### config.mk
export PLATFORM = sky130hd
export DESIGN_NAME = irq_pending_enc_flat
export DESIGN_NICKNAME = d
export VERILOG_FILES = /design/src/rtl/irq_pending_enc_if.sv /design/src/rtl/irq_pending_enc.sv /design/src/flat_wrapper.sv
export SDC_FILE = /design/constraint.sdc
export NUM_CORES = 1
export LEC_CHECK = 0
export BUFFER_PORTS_ARGS = -buffer_cell sky130_fd_sc_hd__buf_4
export CORE_AREA = 8 8 109 111
export CTS_BUF_LIST = sky130_fd_sc_hd__clkbuf_2 sky130_fd_sc_hd__clkbuf_4 sky130_fd_sc_hd__clkbuf_8
export DETAILED_ROUTE_END_ITERATION = 6
export DIE_AREA = 0 0 117 119
export GPL_TIMING_DRIVEN = 0
export HOLD_SLACK_MARGIN = 0.08
export PLACE_DENSITY = 0.57
export SYNTH_ARGS = -nofsm -noshare
export SYNTH_HDL_FRONTEND = slang
export SYNTH_SLANG_ARGS = --single-unit
### constraint.sdc
create_clock -name clk -period 2.4 [get_ports clk]
set_input_delay 0.24 -clock clk [delete_from_list [all_inputs] [get_ports clk]]
set_output_delay 0.24 -clock clk [all_outputs]
set_load 0.01 [all_outputs]
### src/rtl/irq_pending_enc_if.sv
// Index handshake bundle for irq_pending_enc.
// master: producer of out_id/out_valid; slave: consumer driving out_ready.
interface irq_pending_enc_if #(
    parameter int unsigned WIDTH_W = 5
);
    logic               out_valid;
    logic               out_ready;
    logic [WIDTH_W-1:0] out_id;

    modport master (output out_valid, output out_id, input out_ready);
    modport slave  (input out_valid, input out_id, output out_ready);
endinterface

### src/rtl/irq_pending_enc.sv
// irq_pending_enc: captures rising edges of request lines into sticky
// pending bits, masks them and hands out the highest eligible index one at
// a time over a valid/ready handshake.
// Optional: define IRQ_LOST_CNT_EN to add lost_cnt, a saturating count of
// cycles where an edge hit an already-pending bit.
module irq_pending_enc #(
    parameter int unsigned WIDTH   = 32,
    parameter int unsigned WIDTH_W = $clog2(WIDTH)
) (
    input  logic                 clk,
    input  logic                 rst,
    input  logic                 ena,
    input  logic [WIDTH-1:0]     irq_in,
    input  logic [WIDTH-1:0]     mask,
    output logic [WIDTH-1:0]     pending,
`ifdef IRQ_LOST_CNT_EN
    output logic [15:0]          lost_cnt,
`endif
    irq_pending_enc_if.master    out_if
);

    typedef enum logic [0:0] {
        S_IDLE    = 1'b0,
        S_PRESENT = 1'b1
    } state_t;

    state_t             r_state;
    state_t             w_next_state;
    logic [WIDTH-1:0]   r_irq_prev;
    logic [WIDTH-1:0]   r_pending;
    logic [WIDTH_W-1:0] r_out_id;

    logic [WIDTH-1:0]   w_rise;
    logic [WIDTH-1:0]   w_clr;
    logic [WIDTH-1:0]   w_elig;
    logic [WIDTH_W-1:0] w_sel;
    logic               w_any;
    logic               w_hs;
    logic               w_load;

    assign w_rise = irq_in & ~r_irq_prev;
    assign w_elig = r_pending & ~mask;
    assign w_hs   = (r_state == S_PRESENT) && out_if.out_ready;
    assign w_clr  = w_hs ? ({{(WIDTH-1){1'b0}}, 1'b1} << r_out_id) : '0;

    assign pending          = r_pending;
    assign out_if.out_valid = (r_state == S_PRESENT);
    assign out_if.out_id    = r_out_id;

    // Highest set index of the eligible vector (later hits overwrite earlier).
    always_comb begin
        w_sel = '0;
        w_any = |w_elig;
        for (int unsigned i = 0; i < WIDTH; i++) begin
            if (w_elig[i]) begin
                w_sel = WIDTH_W'(i);
            end
        end
    end

    // Next-state: grant from IDLE when enabled and something is eligible.
    always_comb begin
        w_next_state = r_state;
        w_load       = 1'b0;
        case (r_state)
            S_IDLE: begin
                if (ena && w_any) begin
                    w_next_state = S_PRESENT;
                    w_load       = 1'b1;
                end
            end
            S_PRESENT: begin
                if (out_if.out_ready) begin
                    w_next_state = S_IDLE;
                end
            end
            default: w_next_state = S_IDLE;
        endcase
    end

    // Edge capture, pending update (a new edge beats the clear) and FSM state.
    always_ff @(posedge clk) begin
        if (rst) begin
            r_irq_prev <= '0;
            r_pending  <= '0;
            r_out_id   <= '0;
            r_state    <= S_IDLE;
        end else begin
            r_irq_prev <= irq_in;
            r_pending  <= (r_pending & ~w_clr) | w_rise;
            r_state    <= w_next_state;
            if (w_load) begin
                r_out_id <= w_sel;
            end
        end
    end

`ifdef IRQ_LOST_CNT_EN
    logic [15:0] r_lost_cnt;
    logic        w_lost_hit;

    assign w_lost_hit = |(w_rise & r_pending & ~w_clr);
    assign lost_cnt   = r_lost_cnt;

    // Saturating count of cycles in which an edge coalesced into a pending bit.
    always_ff @(posedge clk) begin
        if (rst) begin
            r_lost_cnt <= '0;
        end else if (w_lost_hit && (r_lost_cnt != 16'hFFFF)) begin
            r_lost_cnt <= r_lost_cnt + 16'd1;
        end
    end
`endif

endmodule
### src/flat_wrapper.sv
// flat-port wrapper written by rule: the top's interface ports become plain ports
module irq_pending_enc_flat 
#(
    parameter int unsigned WIDTH   = 32,
    parameter int unsigned WIDTH_W = $clog2(WIDTH)
)
  (clk, rst, ena, irq_in, mask, pending, out_if_out_valid, out_if_out_id, out_if_out_ready);
  irq_pending_enc_if #(.WIDTH_W(WIDTH_W)) out_if_i ();
  input  logic clk;
  input  logic rst;
  input  logic ena;
  input  logic [WIDTH-1:0] irq_in;
  input  logic [WIDTH-1:0] mask;
  output logic [WIDTH-1:0] pending;
  output wire logic [$bits(out_if_i.out_valid)-1:0] out_if_out_valid;
  output wire logic [$bits(out_if_i.out_id)-1:0] out_if_out_id;
  input wire logic [$bits(out_if_i.out_ready)-1:0] out_if_out_ready;
  assign out_if_out_valid = out_if_i.out_valid;
  assign out_if_out_id = out_if_i.out_id;
  assign out_if_i.out_ready = out_if_out_ready;
  irq_pending_enc #(.WIDTH(WIDTH), .WIDTH_W(WIDTH_W)) u_core (.clk(clk), .rst(rst), .ena(ena), .irq_in(irq_in), .mask(mask), .pending(pending), .out_if(out_if_i));
endmodule
== Yosys cells after proc, flatten, opt, wreduce, memory -nomap -nowiden ==
Cells that the tools add are included.
Storage, ports and cells
  register bits: 70
  word-level logic and storage cells: 52
  bits of input ports: 68
  output and inout port bits: 38
Operators by class
  muxes and demuxes: 36
  reduce and logical (&&, ||, !) cells: 3
  bitwise gates (word level): 8
  shifts and indexed selects: 1
Operators by type and width (number)
  2-to-1 mux 5 bit: 30
  AND 32 bit: 3
  inverter 32 bit: 3
  2-to-1 mux 32 bit: 1
  bitwise OR 32 bit: 1
  OR reduction 32 bit: 1
  left shift 1 x 5 -> 32 bit (first input constant): 1
  2-to-1 mux 1 bit: 4
  logical AND 1 bit: 2
  case mux 1 bit (2 select lines): 1
  inverter 1 bit: 1

== Longest topological paths before layout ==
Gate-level depths: netlist of run 1.
  word-level depth: 33
  depth in mapped cells: 7
  mapped depth without buffers: 6

== Worst setup path before layout of run 1 ==
Ideal clock, no wire load.
  path kind: reg-to-reg
  from: register u_core.r_pending[29] (netlist: u_core.pending[29])
  to: register u_core.r_out_id[1] (netlist: u_core.out_if.out_id[1])
  stages on the path, launching flop included: 7
  clock period less this slack: 1.897 ns
  arrival time: 1.809 ns
  required time: 2.312 ns
  setup time: 0.088 ns
  setup slack: 0.503 ns
  path buffers: 1
  path through: dfxtp_1 > nor2b_4 > or4_4 > nor4_4 > a311oi_1 > buf_6 > a311oi_2
On the way
  word-level cells in the longest chain between the ends: 5
  elaborated cells on any way between the ends: 8
  classes of those cells: 5 x mux; 1 x bitwise; 2 x reduce/logical
Ends and longest elaborated chain
  start, declared: line irq_pending_enc.sv:30  | logic [WIDTH-1:0] r_pending;
  start signal, assigned: line irq_pending_enc.sv:90  | r_pending <= (r_pending & ~w_clr) | w_rise;
  AND 32 bit *: line irq_pending_enc.sv:42  | assign w_elig = r_pending & ~mask;
  OR reduction 32 bit: line irq_pending_enc.sv:53  | w_any = |w_elig;
  logical AND 1 bit: line irq_pending_enc.sv:67  | if (ena && w_any) begin
  2-to-1 mux 1 bit: line irq_pending_enc.sv:67
  2-to-1 mux 1 bit: line irq_pending_enc.sv:65  | case (r_state)
  end signal, assigned: line irq_pending_enc.sv:93  | r_out_id <= w_sel;
  end, declared: line irq_pending_enc.sv:31  | logic [WIDTH_W-1:0] r_out_id;
Mark *: on every way between the ends. The rest lies on a longest branch, timed or not.
A chain may end at the register's enable or synchronous reset.

== Worst setup path after layout of run 1 ==
  from: register u_core.r_pending[28] (netlist: u_core.pending[28])
  to: register u_core.r_out_id[1] (netlist: u_core.out_if.out_id[1])
On the way
  word-level cells in the longest chain between the ends: 5
  elaborated cells on any way between the ends: 9
  classes of those cells: 6 x mux; 1 x bitwise; 2 x reduce/logical
Ends and longest elaborated chain (line)
  AND 32 bit *: irq_pending_enc.sv:42
  OR reduction 32 bit or 2-to-1 mux 5 bit (tied branches): irq_pending_enc.sv:53, irq_pending_enc.sv:55
  logical AND 1 bit or 2-to-1 mux 5 bit (tied branches): irq_pending_enc.sv:67, irq_pending_enc.sv:55
  2-to-1 mux 1 bit or 2-to-1 mux 5 bit (tied branches): irq_pending_enc.sv:67, irq_pending_enc.sv:55
  2-to-1 mux 1 bit or 2-to-1 mux 5 bit (tied branches): irq_pending_enc.sv:65, irq_pending_enc.sv:55
Marks and branches as above.

==> metrics.csv, run 1 <==
stage;metric;value;unit
outcome;status;complete, no violations;
synthesis;register area share after synthesis;47.56;%
setup_path;crit path launch;u_core.pending[28]$_SDFF_PP0_;
detailed_routing;DRT iter0 DRCs;148;
placed_design;port buffer count;104;
clocking;Clk pin slew, worst setup/hold paths;0.08;ns
synthesis;ys flop type;dfxtp_1;
clocking;CTS Buf Count;9;
placed_design;RePlAce Congestion;0.8249;
setup_path;Crit path largest cell delay;0.56;ns
synthesis;Post-synth ARST share;0;%
timing;final period utilization;84.45;%
clocking;cells resized by post-CTS repair;0;
cells_and_area;nets;517;
setup_path;CP max FO;10;
grt;GRT Total Usage;14.08;%
clocking;H-tree depth;3;
synthesis;Syn Inst Count;334;
grt;global-route wire length before repair;15130;um
timing;Max Freq;0.4934;GHz
clocking;clock sinks;70;
timing;final-report hold violation count;0;
cells_and_area;non-filler cells, final;590;
synthesis;Synth warnings;0;
synthesis;number of synthesized flops with an enable pin;0;
synthesis;Synth Cell Area;2947;um2
synthesis;largest family of logic cells by synthesized area;simple AND/OR/NAND/NOR gates;
synthesis;most frequent cells after synthesis;70 x dfxtp_1, 55 x nand2b_1, 39 x nor2b_1;
setup_path;worst path required time;2.66;ns
setup_path;Worst setup EP type;register;
setup_path;critical-path cell list;nor2b_1 > or4_4 > nor4_4 > a311oi_1 > buf_6 > a311oi_2;
cells_and_area;area grow syn2layout;38.17;%
timing;final setup TNS;0;ns
setup_path;R2R Path End;u_core.out_if.out_id[1]$_SDFFE_PP0P_;
cells_and_area;antenna cells;0;
timing;RSZ-0062 raised after global routing;no;
detailed_routing;Post-Route WL;9567;um
setup_path;crit path DAT;2.29;ns
detailed_routing;detailed-route via count;2700;
synthesis;synth top area cells;dfxtp_1 48%, nand2b_1 12%, nor2b_1 8.3%, a21oi_1 6.3%, o21ai_0 6.3%;
floorplanning;Die H;119;um
synthesis;most common cell in the netlist;dfxtp_1;
floorplanning;die footprint;13920;um2
synthesis;largest area contributor in the netlist;dfxtp_1;
cells_and_area;fillers;1084;
detailed_routing;DRC viols;0;
pwr;P_leak;1.756;nW
floorplanning;Die W;117;um
synthesis;mux cell area share after synthesis;0;%
synthesis;post-synth top area share;47.56;%
timing;Slew headroom;61.61;%
synthesis;Post-Synth Simple-Gate Area;31.42;%
synthesis;Yosys cell types;37;
setup_path;CP Capture Point;u_core.out_if.out_id[1]$_SDFFE_PP0P_;
placed_design;placed cells;574;
synthesis;#FFs+latches synth;70;
floorplanning;Initial Utilization;29.20;%
grt;largest net degree at the start of global routing;14;
setup_path;reg2reg path depth;6;
clocking;post-CTS setup buffers;0;
cells_and_area;share of cells above drive strength 1;28.85;%
setup_path;reg2reg start;u_core.pending[28]$_SDFF_PP0_;
timing;Clock Skews;0.01033;ns
job;Max Cap Violations;0;
grt;total grt overflow;0;
grt;initial antenna violation count;0;
timing;fin crit period;2.027;ns
synthesis;Post-Synth XOR/XNOR Area;0;%
pwr;Peak VDD IR;219.7;uV
detailed_routing;Post-DRT Antenna Nets;0;
timing;Setup violations, final;0;
synthesis;Synth Area in Adders;0;%
min_path;hold crit path type;in2reg;
clocking;Skew-Pair Late Insertion Delay;0.35;ns
setup_path;critical path class;reg2reg;
clocking;CTS Hold Bufs;0;
synthesis;Synth Area in Compound Gates;18.47;%
clocking;Clock Root Buffer;clkbuf_8;
detailed_routing;DR WL/cell;16.22;um
clocking;CTS tree;done;
clocking;clock buffer depth;2;
setup_path;reg2reg setup slack;0.37;ns
pwr;Power Density;649.0;nW/um2
floorplanning;site row count;37;
placed_design;HPWL Detailed;7720;um
setup_path;startpoint types;register;
synthesis;syn nets;402;
detailed_routing;vias per inst;4.576;
floorplanning;Ports;106;
setup_path;Slowest-stage cell, CP;or4_4;
timing;worst-margin pin slew;0.5759;ns
floorplanning;Core Area;10090;um2
timing;final slew viol count;0;
synthesis;syn avg cell area;8.822;um2
detailed_routing;First-pass DRT Iterations;4;
grt;vias in the first global route;2950;
==> cell type report <==
cell class | count | area (um2) | area share [%]
clock buffer | 9 | 123.9 | 3.042
timing repair buffer | 104 | 780.7 | 19.18
inverter | 6 | 22.52 | 0.5532
tap | 136 | 170.2 | 4.179
buffer | 10 | 52.55 | 1.291
multi-input combinational | 248 | 1470 | 36.11
sequential | 70 | 1401 | 34.42
clock inverter | 7 | 50.05 | 1.229
==> worst min-delay path by stage <==
stage          cells past startpoint                                to  slack [ns]        from
2_1_floorplan                      1  u_core.r_irq_prev[19]$_SDFF_PP0_        0.37  irq_in[19]
3_3_place_gp                       2   u_core.r_irq_prev[4]$_SDFF_PP0_        0.47   irq_in[4]
3_5_place_dp                       2   u_core.r_irq_prev[4]$_SDFF_PP0_        0.47   irq_in[4]
4_1_cts                            2  u_core.r_irq_prev[12]$_SDFF_PP0_         0.1  irq_in[12]
5_1_grt                            2  u_core.r_irq_prev[31]$_SDFF_PP0_        0.10  irq_in[31]
6_report                           2  u_core.r_irq_prev[11]$_SDFF_PP0_        0.11  irq_in[11]
==> kinds of logic (layout without fill, tap and decap cells) <==
group | Yosys count | in the layout
AND/OR/NAND/NOR | 154 | 154
buffers and inverters | 16 | 136
AO/OA/AOI/OAI | 94 | 94
flip-flops | 70 | 70
==> sequential cells by signal, indices dropped and copies added (netlist names) <==
name                     cells
u_core.r_irq_prev           32
u_core.pending              32
u_core.out_if.out_id         5
u_core.out_if.out_valid      1
==> routing by layer <==
layer / share of wire, % / vias up / track usage (%)
met5: 0 / - / 0
met4: 2.4 / 0 / 6.645
met3: 6.1 / 14 / 3.891
met2: 48 / 56 / 23.39
met1: 43 / 1255 / 16.28
li1: - / 1375 / -
==> critical path, delay by kind of cell, from the launching register on <==
family	cells	cell delay [ns]
AND/OR/NAND/NOR	3	1.04
AO/OA/AOI/OAI	2	0.40
flip-flops	1	0.32
buffers and inverters	1	0.18
==> stage by stage <==
| stage | hold slack (ns) | worst slack, ns | total power, mW | cell area (um2) | util (%) |
|---|---|---|---|---|---|
| 3_5_place_dp | 0.4696 | 0.3718 | 1.835 | 3897 | 38.62 |
| 2_1_floorplan | 0.3682 | 0.5031 | 1.577 | 2947 | - |
| 5_1_grt | 0.1040 | 0.2625 | 2.788 | 4071 | 40.34 |
| 6_report | 0.1074 | 0.3733 | 2.642 | 4071 | 40.34 |
| 4_1_cts | 0.09894 | 0.3558 | 2.677 | 4071 | 40.34 |
| 3_3_place_gp | 0.4651 | 0.3946 | 1.828 | 3897 | 38.62 |
==> cells in the final DEF (no fill, tap or decap), types with 6 or more instances in the layout <==
cell / instances
nand2_1: 15
inv_1: 6
nor2b_1: 39
nand2b_1: 55
a21oi_1: 37
o21ai_0: 37
clkbuf_8: 9
nor2_1: 14
nand3_1: 6
nand4_1: 6
or2b_1: 7
buf_4: 106
clkbuf_1: 7
dfxtp_1: 70
==> power breakdown <==
group	total (mW)	switching (mW)	internal [mW]	leakage (nW)
sequential	1.29	0.0496	1.24	0.584
clock	0.838	0.461	0.378	0.0933
combinational	0.512	0.252	0.261	1.08
total	2.64	0.762	1.88	1.76
No activity file was read; power rests on OpenSTA's default activity.
==> run 2, diff against run 1 <==
==> constraint.sdc (replaced) <==
create_clock -name clk -period 1.9 [get_ports clk]
set_input_delay 0.19 -clock clk [delete_from_list [all_inputs] [get_ports clk]]
set_output_delay 0.19 -clock clk [all_outputs]
set_load 0.01 [all_outputs]
==> metrics.csv, run 2 (synthesis gave the netlist of run 1 again) <==
stage;metric;value;unit;change
outcome;status;complete, no violations;;unchanged
setup_path;Worst setup EP type;register;;unchanged
timing;worst-margin pin slew;0.5858;ns;was 0.5759 ns
pwr;clock network power share;30.7;%;was 31.7%
detailed_routing;detailed-route via count;2876;;was 2,700
cells_and_area;non-filler cells, final;631;;was 590
placed_design;port buffer count;104;;unchanged
timing;Min Hold Slack;0.09616;ns;was 0.1074 ns
clocking;Clock Root Buffer;clkbuf_8;;unchanged
cells_and_area;area grow syn2layout;53.72;%;was 38.17%
floorplanning;Die W;117;um;unchanged
grt;vias in the first global route;3099;;was 2,950
floorplanning;Core Area;10090;um2;unchanged
pwr;sw frac;28.80;%;was 28.84%
pwr;Gate power share;21.8;%;was 19.4%
placed_design;RePlAce Congestion;0.8249;;unchanged
setup_path;Crit path largest cell delay;0.55;ns;was 0.56 ns
min_path;hold crit path type;in2reg;;unchanged
cells_and_area;nets;558;;was 517
timing;final-report hold violation count;0;;unchanged
setup_path;Slowest-stage cell, CP;or4_4;;unchanged
clocking;CTS tree;done;;unchanged
cells_and_area;most frequent cells in the layout;117 x buf_4, 63 x dfxtp_1, 54 x nand2b_1;;was 106 x buf_4, 70 x dfxtp_1, 55 x nand2b_1
timing;Slew headroom;60.95;%;was 61.61%
cells_and_area;Final Core Density;44.88;%;was 40.34%
setup_path;Buf/Inv on CP;1;;unchanged
timing;Clock Skews;0.009704;ns;was 0.01033 ns
timing;final slew viol count;0;;unchanged
grt;total grt overflow;0;;unchanged
clocking;Clk pin slew, worst setup/hold paths;0.08;ns;about the same
timing;final period utilization;99.38;%;was 84.45%
detailed_routing;Post-DRT Antenna Nets;0;;unchanged
floorplanning;Initial Utilization;29.20;%;unchanged
setup_path;CP max FO;5;;was 10
clocking;Skew-Pair Late Insertion Delay;0.35;ns;about the same
detailed_routing;First-pass DRT Iterations;4;;unchanged
floorplanning;Die H;119;um;unchanged
timing;RSZ-0062 raised after global routing;yes;;was no
cells_and_area;share of cells above drive strength 1;32.93;%;was 28.85%
pwr;Sequential Power Share;47.4;%;was 48.9%
timing;Max Freq;0.5296;GHz;was 0.4934 GHz
job;Max Cap Violations;0;;unchanged
detailed_routing;DRT iter0 DRCs;120;;was 148
setup_path;reg2reg setup slack;0.01;ns;was 0.37 ns
setup_path;critical-path cell list;nor2b_4 > or4_4 > nor4_4 > a311oi_2 > buf_6 > a211oi_1;;was nor2b_1 > or4_4 > nor4_4 > a311oi_1 > buf_6 > a311oi_2
timing;fin crit period;1.888;ns;was 2.027 ns
detailed_routing;DRC viols;0;;unchanged
cells_and_area;most common cell after layout, fill and taps aside;buf_4;;unchanged
pwr;total power;3.450;mW;was 2.642 mW
pwr;Power Density;761.7;nW/um2;was 649.0 nW/um2
grt;largest net degree at the start of global routing;14;;unchanged
clocking;H-tree depth;3;;unchanged
placed_design;placed cells;574;;unchanged
grt;GRT Total Usage;14.55;%;was 14.08%
grt;global-route wire length before repair;15730;um;was 15,130 um
setup_path;worst path required time;2.15;ns;was 2.66 ns
cells_and_area;antenna cells;0;;unchanged
clocking;clock sinks;70;;unchanged
floorplanning;Ports;106;;unchanged
setup_path;critical path class;reg2reg;;unchanged
placed_design;Placed Area;3897;um2;unchanged
pwr;P_leak;1.956;nW;was 1.756 nW
grt;initial antenna violation count;0;;unchanged
clocking;CTS Buf Count;9;;unchanged
pwr;P_int;2.456;mW;was 1.880 mW
setup_path;crit path DAT;2.14;ns;was 2.29 ns
detailed_routing;vias per inst;4.558;;was 4.576
pwr;Peak VDD IR;282.9;uV;was 219.7 uV
clocking;clock buffer depth;2;;unchanged
cells_and_area;design area;4529;um2;was 4071 um2
floorplanning;die footprint;13920;um2;unchanged
pwr;Sw Pwr;0.9936;mW;was 0.7622 mW
setup_path;startpoint types;register;;unchanged
timing;Setup violations, final;0;;unchanged
floorplanning;site row count;37;;unchanged
detailed_routing;Post-Route WL;9964;um;was 9567 um
detailed_routing;DR WL/cell;15.79;um;was 16.22 um
placed_design;HPWL Detailed;7720;um;unchanged
setup_path;cell family with most CP delay;simple AND/OR/NAND/NOR gates;;unchanged
## run 2: changes by cell type in the layout (fill, tap and decap cells not counted), sizes merged
cell	change
dlygate4sd3	+30
buf	+11
## run 2: final cells by class
type	count	area (um2)
clock buffer	9	123.9
inverter	6	22.52
clock inverter	7	50.05
sequential	70	1410
timing repair buffer	145	1164
buffer	10	52.55
multi-input combinational	248	1536
fill	1062	5563
tap	136	170.2
## run 2: layer usage
layer  wire length [um]  vias to the layer above  track usage, %
li1                   -                     1454               -
met1               4331                     1353           17.00
met2               4944                       56           24.58
met3                469                       13           3.284
met4                217                        0           6.645
met5                  0                        -               0
## run 2: worst register-to-register path, cell delays in order, from the launching register on
cell      delay (ns)
dfxtp_2         0.33
nor2b_4         0.12
or4_4           0.55
nor4_4          0.21
a311oi_2        0.19
buf_6           0.18
a211oi_1        0.22
## run 2: worst paths after layout
kind,depth (start not counted),startpoint,endpoint
hold / removal,2,irq_in[27],u_core.r_irq_prev[27]$_SDFF_PP0_
setup reg to reg,6,u_core.pending[29]$_SDFF_PP0_,u_core.out_if.out_id[2]$_SDFFE_PP0P_
hold reg to reg,2,u_core.r_irq_prev[17]$_SDFF_PP0_,u_core.pending[17]$_SDFF_PP0_
setup / recovery,6,u_core.pending[29]$_SDFF_PP0_,u_core.out_if.out_id[2]$_SDFFE_PP0P_
## run 2: metrics by stage
stage	TNS (ns)	worst slack [ns]
4_1_cts	-0.001319	-0.001319
2_1_floorplan	0	0.003096
3_5_place_dp	-0.5977	-0.1283
6_report	0	0.01171
3_3_place_gp	-0.5207	-0.1054
5_1_grt	-0.1594	-0.05352
## run 2: timing repair
item                                    in CTS  in global routing
hold buffers                                30                  0
hold endpoints to repair                    30                  0
gates cloned                                 1                  0
buffers inserted                             5                  5
resized for setup                            3                 23
pin swaps                                    3                  3
endpoints found under the setup margin       6                  6
## run 2: power groups by stage
stage	Clock (mW)	Combinational, mW	Sequential (mW)
after floorplan	0	0.308	1.68
after global placement	0	0.646	1.66
after detailed placement	0	0.651	1.67
after CTS	1.09	0.726	1.63
after global routing	1.16	0.827	1.65
final	1.06	0.754	1.64
